$ cat src/rtl/nes_pad_reader.sv
// nes_pad_reader: serial reader for an NES controller.
//
// Drives the pad latch and shift clock, samples the active-low serial data line and presents
// the eight buttons as an active-high byte. A poll starts on start_i or on an internal auto-poll
// tick. Every output is registered.
//
// Optional build macro NES_DATA_SYNC_EN: when defined, nes_data_i passes through a 2-flop
// synchronizer (reset to 1) before sampling. When undefined, nes_data_i is sampled directly and
// must already be synchronous to clk.
//
// Ports:
//   clk          system clock
//   rst_n        asynchronous active-low reset
//   start_i      one-cycle poll request, honoured only when idle
//   auto_en_i    enables the periodic auto-poll timer
//   nes_data_i   pad serial data, active-low (0 = pressed)
//   nes_latch_o  pad latch, active-high
//   nes_clk_o    pad shift clock
//   buttons_o    last reading: [0]A [1]B [2]Select [3]Start [4]Up [5]Down [6]Left [7]Right
//   valid_o      one-cycle pulse when buttons_o updates
//   changed_o    one-cycle pulse with valid_o when the new reading differs from the old one
//   busy_o       high while a transaction is in progress

module nes_pad_reader #(
   parameter int unsigned HALF_PERIOD = 384,
   parameter int unsigned POLL_CYCLES = 1066667
) (
   input  logic       clk,
   input  logic       rst_n,
   input  logic       start_i,
   input  logic       auto_en_i,
   input  logic       nes_data_i,
   output logic       nes_latch_o,
   output logic       nes_clk_o,
   output logic [7:0] buttons_o,
   output logic       valid_o,
   output logic       changed_o,
   output logic       busy_o
);

   localparam int unsigned PhaseW = $clog2(2 * HALF_PERIOD);
   localparam int unsigned PollW  = $clog2(POLL_CYCLES);

   localparam logic [PhaseW-1:0] LatchLast = PhaseW'(2 * HALF_PERIOD - 1);
   localparam logic [PhaseW-1:0] HalfLast  = PhaseW'(HALF_PERIOD - 1);
   localparam logic [PollW-1:0]  PollLast  = PollW'(POLL_CYCLES - 1);

   typedef enum logic [2:0] {StIdle, StLatch, StClkHi, StClkLo, StDone} state_e;

   state_e              state_q, state_d;
   logic [PhaseW-1:0]   phase_q, phase_d;
   logic [2:0]          idx_q, idx_d;
   logic [7:0]          raw_q, raw_d;
   logic [PollW-1:0]    poll_q, poll_d;
   logic [7:0]          buttons_q, buttons_d;
   logic                latch_q, latch_d;
   logic                nclk_q, nclk_d;
   logic                valid_q, valid_d;
   logic                changed_q, changed_d;
   logic                busy_q, busy_d;
   logic                poll_tick;
   logic                data_s;

`ifdef NES_DATA_SYNC_EN
   logic [1:0] sync_q;

   // Reset to 1 so an idle (pulled-up) line never looks like a press.
   always_ff @(posedge clk or negedge rst_n) begin
      if (!rst_n) begin
         sync_q <= 2'b11;
      end else begin
         sync_q <= {sync_q[0], nes_data_i};
      end
   end

   assign data_s = sync_q[1];
`else
   assign data_s = nes_data_i;
`endif

   always_comb begin
      poll_tick = auto_en_i && (poll_q == PollLast);
      if (!auto_en_i || poll_tick) begin
         poll_d = '0;
      end else begin
         poll_d = poll_q + PollW'(1);
      end

      state_d   = state_q;
      phase_d   = phase_q;
      idx_d     = idx_q;
      raw_d     = raw_q;
      buttons_d = buttons_q;
      changed_d = 1'b0;

      unique case (state_q)
         StIdle: begin
            // start_i and a tick in the same cycle still launch just one transaction.
            if (start_i || poll_tick) begin
               state_d = StLatch;
               phase_d = '0;
            end
         end
         StLatch: begin
            if (phase_q == LatchLast) begin
               raw_d[0] = data_s;
               idx_d    = 3'd1;
               phase_d  = '0;
               state_d  = StClkHi;
            end else begin
               phase_d = phase_q + PhaseW'(1);
            end
         end
         StClkHi: begin
            if (phase_q == HalfLast) begin
               phase_d = '0;
               state_d = StClkLo;
            end else begin
               phase_d = phase_q + PhaseW'(1);
            end
         end
         StClkLo: begin
            if (phase_q == HalfLast) begin
               raw_d[idx_q] = data_s;
               phase_d      = '0;
               if (idx_q == 3'd7) begin
                  // Result is loaded on entry to DONE so it lines up with valid_o.
                  state_d   = StDone;
                  buttons_d = ~raw_d;
                  changed_d = (~raw_d != buttons_q);
               end else begin
                  idx_d   = idx_q + 3'd1;
                  state_d = StClkHi;
               end
            end else begin
               phase_d = phase_q + PhaseW'(1);
            end
         end
         StDone: begin
            state_d = StIdle;
         end
         default: begin
            state_d = StIdle;
         end
      endcase

      // Outputs are registered from the next state so they align with the state itself.
      latch_d = (state_d == StLatch);
      nclk_d  = (state_d == StClkHi);
      valid_d = (state_d == StDone);
      busy_d  = (state_d != StIdle);
   end

   always_ff @(posedge clk or negedge rst_n) begin
      if (!rst_n) begin
         state_q   <= StIdle;
         phase_q   <= '0;
         idx_q     <= '0;
         raw_q     <= 8'hFF;
         poll_q    <= '0;
         buttons_q <= 8'h00;
         latch_q   <= 1'b0;
         nclk_q    <= 1'b0;
         valid_q   <= 1'b0;
         changed_q <= 1'b0;
         busy_q    <= 1'b0;
      end else begin
         state_q   <= state_d;
         phase_q   <= phase_d;
         idx_q     <= idx_d;
         raw_q     <= raw_d;
         poll_q    <= poll_d;
         buttons_q <= buttons_d;
         latch_q   <= latch_d;
         nclk_q    <= nclk_d;
         valid_q   <= valid_d;
         changed_q <= changed_d;
         busy_q    <= busy_d;
      end
   end

   assign nes_latch_o = latch_q;
   assign nes_clk_o   = nclk_q;
   assign buttons_o   = buttons_q;
   assign valid_o     = valid_q;
   assign changed_o   = changed_q;
   assign busy_o      = busy_q;

endmodule
$ cat config.mk
export PLATFORM = sky130hd
export DESIGN_NAME = nes_pad_reader
export DESIGN_NICKNAME = d
export VERILOG_FILES = /design/src/rtl/nes_pad_reader.sv
export SDC_FILE = /design/constraint.sdc
export NUM_CORES = 1
export LEC_CHECK = 0
export BUFFER_PORTS_ARGS = -buffer_cell sky130_fd_sc_hd__buf_2
export CAP_MARGIN = 40
export CORE_MARGIN = 2
export CORE_UTILIZATION = 40
export CTS_CLUSTER_DIAMETER = 200
export CTS_CLUSTER_SIZE = 30
export DETAILED_ROUTE_END_ITERATION = 8
export PLACE_DENSITY_LB_ADDON = 0.05
export SLEW_MARGIN = 20
export SYNTH_ARGS = -nofsm -noshare
export SYNTH_HDL_FRONTEND = slang
export SYNTH_SLANG_ARGS = --single-unit
$ cat constraint.sdc
create_clock -name clk -period 2.5 [get_ports clk]
set_clock_uncertainty 0.05 [all_clocks]
set_input_delay 0.25 -clock clk [delete_from_list [all_inputs] [get_ports clk]]
set_output_delay 0.25 -clock clk [all_outputs]
set_load 0.1 [all_outputs]
Yosys cells after proc, flatten, opt, wreduce, memory -nomap -nowiden. Index checks and enable logic that the tools add are counted.

$lt $le $gt $ge: 2. Eq/ne operators: 15. Multiplexer cells: 24. Add/sub/neg operators: 3. Reduce and logical (&&, ||, !) cells: 15. Bitwise gates (word level): 1.

Operators by type and width (count): 10-bit two-way mux (3); 10-bit case mux with 3 select lines (1); 3-bit two-way mux (8); 21-bit by 1-bit adder with 21-bit output (second input constant) (1); 21-bit equality test (second input constant) (1); 21-bit two-way mux (1); 3-bit case mux with 4 select lines (1); 10-bit by 1-bit adder with 10-bit output (second input constant) (1); 10-bit equality test (second input constant) (1); 10-bit by 9-bit equality test with 1-bit output (second input constant) (1); 3-bit by 2-bit equality test with 1-bit output (second input constant) (3); 8-bit bitwise mux (1); 2-bit inequality test (second input constant) (4); 8-bit inequality test (1); 8-bit inverter (1); 3-bit by 1-bit equality test with 1-bit output (second input constant) (2); 3-bit equality test (second input constant) (2); 1-bit two-way mux (6); 3-bit case mux with 2 select lines (1); 3-bit AND reduction (2); 3-bit nonzero test (2); 3-bit by 4-bit less-than comparator with 1-bit output (second input constant) (1); 2-bit AND reduction (2); 4-bit AND reduction (1); 10 further kinds (12).

Output and inout bits: 13. Bits in registers: 58.

Longest topological paths before layout. Gate-level depths: netlist of the first run.

Word-level depth: 10. Gate-level depth with buffers: 7.

Least setup slack after synthesis of the first run. OpenSTA, ideal clock, no wires.

Path kind: reg2reg. Start point: register phase_q[0]. End point: register raw_q[4]. Arrival: 1808 ps. Clock period less this slack: 1942 ps. Required time: 2365 ps. Slack: 558 ps. Setup time: 85 ps. Cell stages (with the launch flop): 7. Path through: dfrtp_1 > ha_1 > nand3_2 > or3_4 > nor2_4 > and4bb_2 > mux2_1.

Longest elaborated chain between the ends: 2.

RTL lines: from (decl) (RTL line 51) `logic [PhaseW-1:0] phase_q, phase_d;`; from (signal assigned) (RTL line 169) `phase_q <= phase_d;`; 10-bit by 9-bit equality test with 1-bit output (RTL line 123) `if (phase_q == HalfLast) begin`; 2-bit AND reduction (no line); to (signal assigned) (RTL line 171) `raw_q <= raw_d;`; to (decl) (RTL line 53) `logic [7:0] raw_q, raw_d;`.

No other way between the ends. A chain may end at the register's enable or synchronous reset.

Worst setup path after layout of the first run.
Start point: register phase_q[1]. End point: register phase_q[8].

Longest elaborated chain between the ends: 3. Elaborated cells between the ends (all ways): 6. Those cells by class: add/sub: 1; eq/ne: 2; mux: 3.

RTL lines: 10-bit by 1-bit adder with 10-bit output, or another cell as far along (RTL line 111, 119, 136); 10-bit two-way mux (on tied branches) (RTL line 115, 123, 105); 10-bit case mux with 3 select lines * (RTL line 96) `unique case (state_q)`.

Mark *: on every way between the ends. The rest lies on a longest branch, timed or not.

==> impl_metrics.env, run 1 <==
export IMPL_outcome="completed"
export IMPL_nFillCells=744
export IMPL_track_usage_pct=15.9
export IMPL_min_delay_start="start_i"
export IMPL_core_area_sq_mm=0.00773
export IMPL_postSynth_asyncResetShare_pct=100
export IMPL_vdd_ir_drop_worst_mv=0.258
export IMPL_path_class="reg -> reg"
export IMPL_firstDrtPassIters=5
export IMPL_cts_setup_buffers=0
export IMPL_cts_sinks=58
export IMPL_antenna_found_initial=0
export IMPL_whs_path_depth=3
export IMPL_gp_routability_congestion=0.744
export IMPL_cts_tree="done"
export IMPL_synth_edff_count=0
export IMPL_cp_data_required_time_ns=2.66
export IMPL_cts_max_path_buffers=2
export IMPL_ff2ff_setup_slack_ns=0.29
export IMPL_dpl_cell_count=413
export IMPL_clkTransAtPathRegs_ns=0.07
export IMPL_dp_slack_ns=0.339
export IMPL_wl_per_cell_um=14.6
export IMPL_netlist_instances=303
export IMPL_cap_violations=0
export IMPL_reg2reg_from="phase_q[1]"
export IMPL_fin_cells=430
export IMPL_htree_levels=3
export IMPL_multi_input_area_sq_mm=0.00163
export IMPL_clockRootBuffer="clkbuf_8"
export IMPL_syn_num_nets=313
export IMPL_avgSynthCellArea_sq_um=10.5
export IMPL_remaining_drc_errors=0
export IMPL_dp_hpwl_um=4300
export IMPL_drv_slew=0
export IMPL_drive_above_1_share_pct=20.1
export IMPL_final_period_utilization_pct=88.4
export IMPL_layout_commonest_cell="dfrtp_1"
export IMPL_num_io_pins=18
export IMPL_cts_hold_buffers=1
export IMPL_r2r_end="phase_q[8]"
export IMPL_ys_types=57
export IMPL_synth_area_sq_mm=0.00318
export IMPL_fmax_ghz=0.452
export IMPL_grt_pass1_wl_um=10900
export IMPL_grt_max_degree=38
export IMPL_yosysWarningCount=0
export IMPL_antenna_cells=0
export IMPL_slew_headroom_pct=63.0
export IMPL_postRouteAntennaNets=0
export IMPL_grt_pass1_vias=2193
export IMPL_cts_made_buffers=9
export IMPL_worst_pin_slew_ns=0.554
export IMPL_hold_end="state_q[0]"
export IMPL_drt_iter0_markers=105
export IMPL_power_per_cell_area_mw_per_mm2=509
export IMPL_hold_class="in -> reg"
export IMPL_fin_ws_ns=0.289
export IMPL_period_minus_slack_ns=2.21
export IMPL_cp_start_kind="register"
export IMPL_die_x_um=93.2
export IMPL_mostFrequentLayoutCells="dfrtp_1, nor2_1, buf_2"
export IMPL_dieHeight_um=93.2
export IMPL_syn_to_final_growth_pct=11.7
export IMPL_seqCellArea_sq_mm=0.00146
export IMPL_placementRows=32
export IMPL_dieArea_sq_mm=0.00869
export IMPL_end_kind="register"
export IMPL_rr_worst_depth=6
export IMPL_hold_viol=0
export IMPL_setup_viol=0
export IMPL_holdWs_ns=0.203
export IMPL_rsz0062_at_grt="false"
export IMPL_finalSetupTns_ns=0
export IMPL_crit_fanout=7
export IMPL_via_count=2238
export IMPL_numPortBuffers=17
export IMPL_initial_core_util_pct=41.2
export IMPL_grt_ovfl_total=0
export IMPL_ctsResizeCount=0
export IMPL_p_leak_nw=1.54
export IMPL_seq_area_frac_synth_pct=45.9
export IMPL_clock_latency_ns=0.33
export IMPL_drt_wl_total_um=6300
export IMPL_ys_ff_latch=58
export IMPL_final_nets=333
export IMPL_synth_ff_type="dfrtp_1"
export IMPL_critical_path_arrival_ns=2.37
export IMPL_vias_per_cell=5.20
==> logic make-up (layout without fill, tap and decap cells) <==
| logic type | count (synthesis) | count (layout) | share of synthesized area (%) |
|---|---|---|---|
| AOI/OAI and AO/OA | 31 | 31 | 7.47 |
| xor gates and xnor gates | 27 | 27 | 7.43 |
| adders and majority gates | 5 | 5 | 1.96 |
| buffers and inverters | 23 | 48 | 3.03 |
| DFF | 58 | 58 | 45.9 |
| muxes | 27 | 27 | 10.1 |
| and+or+nand+nor | 132 | 132 | 24.2 |
==> how the worst max path moves through the flow <==
stage,depth (start not counted),to,start
2_1_floorplan,6,raw_q[4],phase_q[0]
3_3_place_gp,6,phase_q[8],phase_q[0]
3_5_place_dp,6,phase_q[8],phase_q[1]
4_1_cts,6,phase_q[8],phase_q[1]
5_1_grt,6,phase_q[8],phase_q[1]
6_report,6,phase_q[8],phase_q[1]
==> cell usage after synthesis (2+ instances only) <==
| cell type | number | area share (%) |
|---|---|---|
| xor2_1 | 12 | 3.3 |
| dfrtp_1 | 50 | 39 |
| clkbuf_1 | 9 | 1.1 |
| mux2i_1 | 11 | 3.5 |
| o22ai_1 | 2 | 0.39 |
| mux2_1 | 6 | 2.1 |
| xnor2_1 | 15 | 4.1 |
| dfstp_2 | 8 | 6.6 |
| o211ai_1 | 2 | 0.47 |
| ha_1 | 5 | 2.0 |
| a211o_1 | 5 | 1.4 |
| nor4bb_1 | 2 | 0.63 |
| nand4_1 | 3 | 0.59 |
| nor4b_1 | 2 | 0.55 |
| buf_2 | 2 | 0.31 |
| nor2b_1 | 3 | 0.59 |
| o21ai_0 | 2 | 0.31 |
| nor4_1 | 8 | 1.6 |
| a221o_1 | 4 | 1.3 |
| nand2_1 | 13 | 1.5 |
| and2_1 | 4 | 0.79 |
| nor2_1 | 35 | 4.1 |
| a21oi_1 | 5 | 0.79 |
| nor3_1 | 10 | 1.6 |
| mux2_4 | 8 | 3.8 |
| or3_1 | 2 | 0.39 |
| nand2b_1 | 2 | 0.39 |
| inv_1 | 11 | 1.3 |
| mux2_2 | 2 | 0.71 |
| nor3b_1 | 5 | 1.2 |
| nand3_1 | 14 | 2.2 |
| and3_1 | 12 | 2.4 |
| nand3b_1 | 5 | 1.2 |
==> metal layers <==
layer | vias up | wire length (um) | global-route usage (%)
met5 | - | 0 | 0
met4 | 0 | 65 | 6.62
met3 | 7 | 198 | 2.90
met2 | 31 | 2790 | 23.2
met1 | 1081 | 3240 | 23.2
li1 | 1119 | - | -
==> cell type report <==
cell class / instances / share of cell area (%)
clock buffers: 9 / 3.48
clock inverters: 7 / 1.30
inverters: 11 / 1.16
multi-input cells: 222 / 45.7
flip-flops and latches: 58 / 41.1
well taps: 102 / 3.59
repair buffers: 21 / 3.66
==> registers in the layout (all words and copies together) (netlist names) <==
signal,count
poll_q,21
phase_q,10
buttons_o,8
raw_q,8
idx_q,3
state_q,3
busy_o,1
changed_o,1
nes_clk_o,1
nes_latch_o,1
valid_o,1
==> power by group <==
part / switching [mW] / internal [mW] / leakage, nW
logic: 0.0714 / 0.0291 / 0.740
registers: 0.00894 / 0.954 / 0.714
clock network: 0.391 / 0.355 / 0.0810
==> worst max-delay path, cell delays in order, from the launching register on <==
cell and delay, ns:
dfrtp_1 0.39, ha_1 0.21, nand3_2 0.18, nor4b_4 0.47, o21ai_1 0.26, and3_2 0.27
a221o_1 0.26
==> through the flow <==
stage	utilization (%)	instance area [sq um]	total power, mW
global placement	43.7	3380	1.08
finish	46.0	3560	1.81
CTS	46.0	3560	1.85
global route	46.0	3560	1.90
floorplan	-	3180	1.04
detailed placement	43.7	3380	1.08
(Power assumes the default switching activity.)
==> run 2, diff against run 1 <==
--- a/config.mk
+++ b/config.mk
@@ -12,6 +12,7 @@
 export CTS_CLUSTER_DIAMETER = 200
 export CTS_CLUSTER_SIZE = 30
 export DETAILED_ROUTE_END_ITERATION = 8
+export MAX_ROUTING_LAYER = met4
 export PLACE_DENSITY_LB_ADDON = 0.05
 export SLEW_MARGIN = 20
 export SYNTH_ARGS = -nofsm -noshare
==> impl_metrics.env, run 2 (synthesized netlist as in run 1, its figures left out) <==
export IMPL_dieArea_sq_mm=0.00869
export IMPL_crit_fanout=7
export IMPL_cts_made_buffers=9
export IMPL_clockRootBuffer="clkbuf_8"
export IMPL_clock_latency_ns=0.33
export IMPL_placed_area_sq_mm=0.00338
export IMPL_drt_iter0_markers=94
export IMPL_vias_per_cell=5.20
export IMPL_p_leak_nw=1.54
export IMPL_period_minus_slack_ns=2.21
export IMPL_drive_above_1_share_pct=20.1
export IMPL_critical_path_arrival_ns=2.37
export IMPL_path_cells="ha_1 > nand3_2 > nor4b_4 > o21ai_1 > and3_2 > a221o_1"
export IMPL_firstDrtPassIters=5
export IMPL_worst_path_buf_inv=0
export IMPL_dieHeight_um=93.2
export IMPL_cp_startpoint="phase_q[1]"
export IMPL_grt_ovfl_total=0
export IMPL_remaining_drc_errors=0
export IMPL_gr_usage_met3_pct=3.14
export IMPL_worst_pin_slew_ns=0.554
export IMPL_cts_tree="done"
export IMPL_cts_sinks=58
export IMPL_cp_start_kind="register"
export IMPL_final_nets=333
export IMPL_path_class="reg -> reg"
export IMPL_end_kind="register"
export IMPL_vdd_ir_drop_worst_mv=0.259
export IMPL_rsz0062_at_grt="false"
export IMPL_cap_violations=0
export IMPL_dp_hpwl_um=4300
export IMPL_drv_slew=0
export IMPL_grt_max_degree=38
export IMPL_hold_viol=0
export IMPL_fin_cells=430
export IMPL_critPathSlowestCell="nor4b_4"
export IMPL_track_usage_pct=16.4
export IMPL_layout_commonest_cell="dfrtp_1"
export IMPL_dpl_cell_count=413
export IMPL_reg2reg_from="phase_q[1]"
export IMPL_holdWs_ns=0.203
export IMPL_met2_usage_pct=23.3
export IMPL_outcome="completed"
export IMPL_ctsResizeCount=0
export IMPL_cp_data_required_time_ns=2.66
export IMPL_ff2ff_setup_slack_ns=0.29
export IMPL_cp_depth=6
export IMPL_finalSetupTns_ns=0
export IMPL_clkTransAtPathRegs_ns=0.07
export IMPL_fmax_ghz=0.452
export IMPL_power_per_cell_area_mw_per_mm2=509
export IMPL_cts_max_path_buffers=2
export IMPL_busiest_layer="met2"
export IMPL_top_register="poll_q"
export IMPL_slew_headroom_pct=63.0
export IMPL_endpoint="phase_q[8]"
export IMPL_use_met1_pct=23.1
export IMPL_mostFrequentLayoutCells="dfrtp_1, nor2_1, buf_2"
export IMPL_num_io_pins=18
export IMPL_via_count=2237
export IMPL_setup_viol=0
export IMPL_gp_routability_congestion=0.753
export IMPL_largest_reg_flops=21
export IMPL_initial_core_util_pct=41.2
export IMPL_finalPower_mw=1.81
export IMPL_die_x_um=93.2
export IMPL_crit_family="simple AND/OR/NAND/NOR gates"
export IMPL_critPathMaxStageDelay_ns=0.47
export IMPL_final_period_utilization_pct=88.4
export IMPL_grt_pass1_vias=2188
export IMPL_hold_class="in -> reg"
export IMPL_antenna_cells=0
export IMPL_htree_levels=3
export IMPL_r2r_end="phase_q[8]"
export IMPL_postRouteAntennaNets=0
export IMPL_fin_area_sq_mm=0.00356
export IMPL_wl_per_cell_um=14.6
export IMPL_grt_pass1_wl_um=10900
export IMPL_numPortBuffers=17
export IMPL_drt_wl_total_um=6290
export IMPL_placementRows=32
export IMPL_core_area_sq_mm=0.00773
export IMPL_antenna_found_initial=0
export IMPL_syn_to_final_growth_pct=11.7
export IMPL_largest_registers="poll_q (21), phase_q (10)"
export IMPL_cts_setup_buffers=0
export IMPL_rr_worst_depth=6
run 2: cell counts in the layout (fill, tap and decap cells not counted):
No cell type changed its count.
run 2: per-layer routing:
metal	share of wire, %	up-vias
li1	-	1119
met5	0	-
met4	1.0	0
met1	52	1081
met2	44	30
met3	2.8	7
run 2: final cells by class:
| class | count | area [sq um] |
|---|---|---|
| tap | 102 | 128 |
| sequential | 58 | 1460 |
| timing repair buffer | 21 | 130 |
| clock buffer | 9 | 124 |
| fill | 744 | 4170 |
| inverter | 11 | 41.3 |
| clock inverter | 7 | 46.3 |
| multi-input combinational | 222 | 1630 |
run 2: worst reg2reg max path: cells and delay by family, from the launching register on:
kind                     cells  cell delay [ns]
AO/OA/AOI/OAI                2             0.52
adder cells (fa/ha/maj)      1             0.21
flip-flops                   1             0.39
AND/OR/NAND/NOR              3             0.93
run 2: how the worst min path moves through the flow:
stage	start	to	slack (ns)	cells after the start
finish	start_i	state_q[0]	0.20	3
global route	start_i	state_q[0]	0.19	3
CTS	start_i	state_q[0]	0.19	3
detailed placement	rst_n	buttons_o[2]	0.21	1
global placement	rst_n	buttons_o[2]	0.22	1
floorplan	rst_n	busy_o	-0.1	0
run 2: metrics by stage:
| step | util, % | setup slack [ns] |
|---|---|---|
| finish | 46.0 | 0.289 |
| global route | 46.0 | 0.149 |
| CTS | 46.0 | 0.308 |
| detailed placement | 43.7 | 0.339 |
| global placement | 43.7 | 0.349 |
| floorplan | - | 0.558 |
run 2: where the power goes:
group | leakage, nW | switching (mW) | internal, mW
sequential | 0.714 | 0.00894 | 0.954
clock | 0.0810 | 0.391 | 0.355
combinational | 0.740 | 0.0714 | 0.0291
total | 1.54 | 0.471 | 1.34
run 2: timing repair:
action | 4_1_cts | 5_1_grt
setup endpoints to repair | 0 | 0
endpoints found under the hold margin | 17 | 0
hold buffers | 1 | 0
==> run 3, diff against run 2 <==
--- a/config.mk
+++ b/config.mk
@@ -5,6 +5,7 @@
 export SDC_FILE = /design/constraint.sdc
 export NUM_CORES = 1
 export LEC_CHECK = 0
+export ABC_AREA = 1
 export BUFFER_PORTS_ARGS = -buffer_cell sky130_fd_sc_hd__buf_2
 export CAP_MARGIN = 40
 export CORE_MARGIN = 2
==> impl_metrics.env, run 3 <==
export IMPL_outcome="completed"
export IMPL_syn_to_final_growth_pct=10.6
export IMPL_path_class="reg -> reg"
export IMPL_largest_reg_flops=21
export IMPL_dp_slack_ns=0.554
export IMPL_synthTopCellsByCount="nand2_1, nor2_1, inv_1"
export IMPL_clockRootBuffer="clkbuf_8"
export IMPL_antenna_cells=0
export IMPL_grt_pass1_vias=2938
export IMPL_num_io_pins=18
export IMPL_via_count=3046
export IMPL_finalSetupTns_ns=0
export IMPL_numPortBuffers=17
export IMPL_die_x_um=98.7
export IMPL_synth_top_area_share_pct=34.9
export IMPL_postSynth_asyncResetShare_pct=100
export IMPL_seq_area_frac_synth_pct=40.7
export IMPL_cts_setup_buffers=0
export IMPL_dieArea_sq_mm=0.00975
export IMPL_firstDrtPassIters=4
export IMPL_vdd_ir_drop_worst_mv=0.209
export IMPL_antenna_found_initial=0
export IMPL_mostFrequentLayoutCells="nand2_1, nor2_1, inv_1"
export IMPL_hold_viol=0
export IMPL_p_leak_nw=1.91
export IMPL_hold_end="poll_q[3]"
export IMPL_cts_tree="done"
export IMPL_cts_made_buffers=9
export IMPL_nFillCells=889
export IMPL_utilization_pct=45.5
export IMPL_whs_path_depth=3
export IMPL_hold_class="in -> reg"
export IMPL_r2r_end="buttons_o[6]"
export IMPL_netlist_instances=473
export IMPL_drt_wl_total_um=8040
export IMPL_largest_registers="poll_q (21), phase_q (10)"
export IMPL_holdWs_ns=0.121
export IMPL_cts_max_path_buffers=2
export IMPL_period_minus_slack_ns=1.95
export IMPL_track_usage_pct=18.4
export IMPL_worst_pin_slew_ns=0.708
export IMPL_postRouteAntennaNets=0
export IMPL_cp_data_required_time_ns=2.66
export IMPL_setup_viol=0
export IMPL_syn_num_nets=483
export IMPL_vias_per_cell=5.00
export IMPL_cap_violations=0
export IMPL_dieHeight_um=98.7
export IMPL_reg2reg_from="idx_q[0]"
export IMPL_power_per_cell_area_mw_per_mm2=458
export IMPL_drive_above_1_share_pct=15.8
export IMPL_fin_ws_ns=0.547
export IMPL_crit_fanout=15
export IMPL_min_delay_start="auto_en_i"
export IMPL_synth_area_sq_mm=0.00359
export IMPL_wl_per_cell_um=13.2
export IMPL_ys_ff_latch=58
export IMPL_synth_most_common_cell="nand2_1"
export IMPL_cts_sinks=58
export IMPL_clkTransAtPathRegs_ns=0.08
export IMPL_seqCellArea_sq_mm=0.00146
export IMPL_clock_latency_ns=0.34
export IMPL_final_period_utilization_pct=78.1
export IMPL_final_nets=506
export IMPL_grt_max_degree=31
export IMPL_slew_headroom_pct=52.8
export IMPL_cp_start_kind="register"
export IMPL_multi_input_area_sq_mm=0.00182
export IMPL_rsz0062_at_grt="false"
export IMPL_critical_path_arrival_ns=2.11
export IMPL_remaining_drc_errors=0
export IMPL_core_area_sq_mm=0.00872
export IMPL_avgSynthCellArea_sq_um=7.59
export IMPL_fmax_ghz=0.512
export IMPL_grt_ovfl_total=0
export IMPL_top_register="poll_q"
export IMPL_dp_hpwl_um=5880
export IMPL_yosysWarningCount=0
export IMPL_synth_edff_count=0
export IMPL_synth_largest_area_cell="dfrtp_1"
export IMPL_layout_commonest_cell="nand2_1"
export IMPL_grt_pass1_wl_um=14000
export IMPL_rr_worst_depth=5
export IMPL_drt_iter0_markers=105
export IMPL_initial_core_util_pct=41.2
export IMPL_ff2ff_setup_slack_ns=0.55
export IMPL_gp_routability_congestion=0.787
export IMPL_drv_slew=0
export IMPL_placementRows=34
export IMPL_ys_types=40
export IMPL_end_kind="register"
export IMPL_htree_levels=3
export IMPL_synth_ff_type="dfrtp_1"
export IMPL_synth_area_leaders="dfrtp_1, nand2_1, nand3_1"
-- run 3: worst max-delay path by stage --
stage                 start      endpoint  cells past startpoint
3_3_place_gp       idx_q[0]  buttons_o[6]                      5
3_5_place_dp       idx_q[0]  buttons_o[7]                      6
6_report           idx_q[0]  buttons_o[6]                      5
5_1_grt            idx_q[0]  buttons_o[3]                      6
2_1_floorplan  buttons_o[3]     changed_o                      7
4_1_cts            idx_q[1]  buttons_o[7]                      6
-- run 3: through the flow --
step | power (mW) | instances | instance area, sq um
4_1_cts | 1.85 | 609 | 3970
2_1_floorplan | 0.981 | 473 | 3590
3_3_place_gp | 1.02 | 592 | 3780
6_report | 1.82 | 609 | 3970
3_5_place_dp | 1.02 | 592 | 3780
5_1_grt | 1.90 | 609 | 3970
-- run 3: area by class of cell --
cell class / count / area share [%]
Sequential cell: 58 / 36.8
Clock buffer: 12 / 3.91
Inverter: 62 / 5.89
Multi-Input combinational cell: 343 / 45.8
Tap cell: 108 / 3.40
Timing Repair Buffer: 22 / 3.47
Clock inverter: 4 / 0.693
-- run 3: cell families (layout without fill, tap and decap cells) --
family / Yosys count / in the layout / share of synthesized area, %
buf+inv: 72 / 100 / 8.57
simple gates: 295 / 295 / 40.8
compound gates: 34 / 34 / 6.00
flops: 58 / 58 / 40.7
xor+xnor: 9 / 9 / 2.20
fa+ha+maj: 5 / 5 / 1.74
-- run 3: routing by layer --
layer	wire length (um)	global-route usage (%)
met1	3910	24.6
met2	3770	28.8
met3	209	2.34
met4	147	6.95
met5	0	-
-- run 3: critical path, cell delays in order (launching register included) --
cell and delay (ns):
dfrtp_1 0.63, ha_1 0.24, ha_1 0.20, inv_1 0.10, nor3_4 0.47, o21ai_0 0.13
-- run 3: repair_timing --
action / CTS / global route
gates resized for setup: 0 / 0
hold endpoints to repair: 26 / 0
hold buffers: 1 / 0
-- run 3: power breakdown --
| part | switching, mW | leakage [nW] | internal (mW) |
|---|---|---|---|
| clock | 0.408 | 0.0846 | 0.412 |
| combinational | 0.0365 | 1.11 | 0.0148 |
| sequential | 0.00549 | 0.713 | 0.942 |
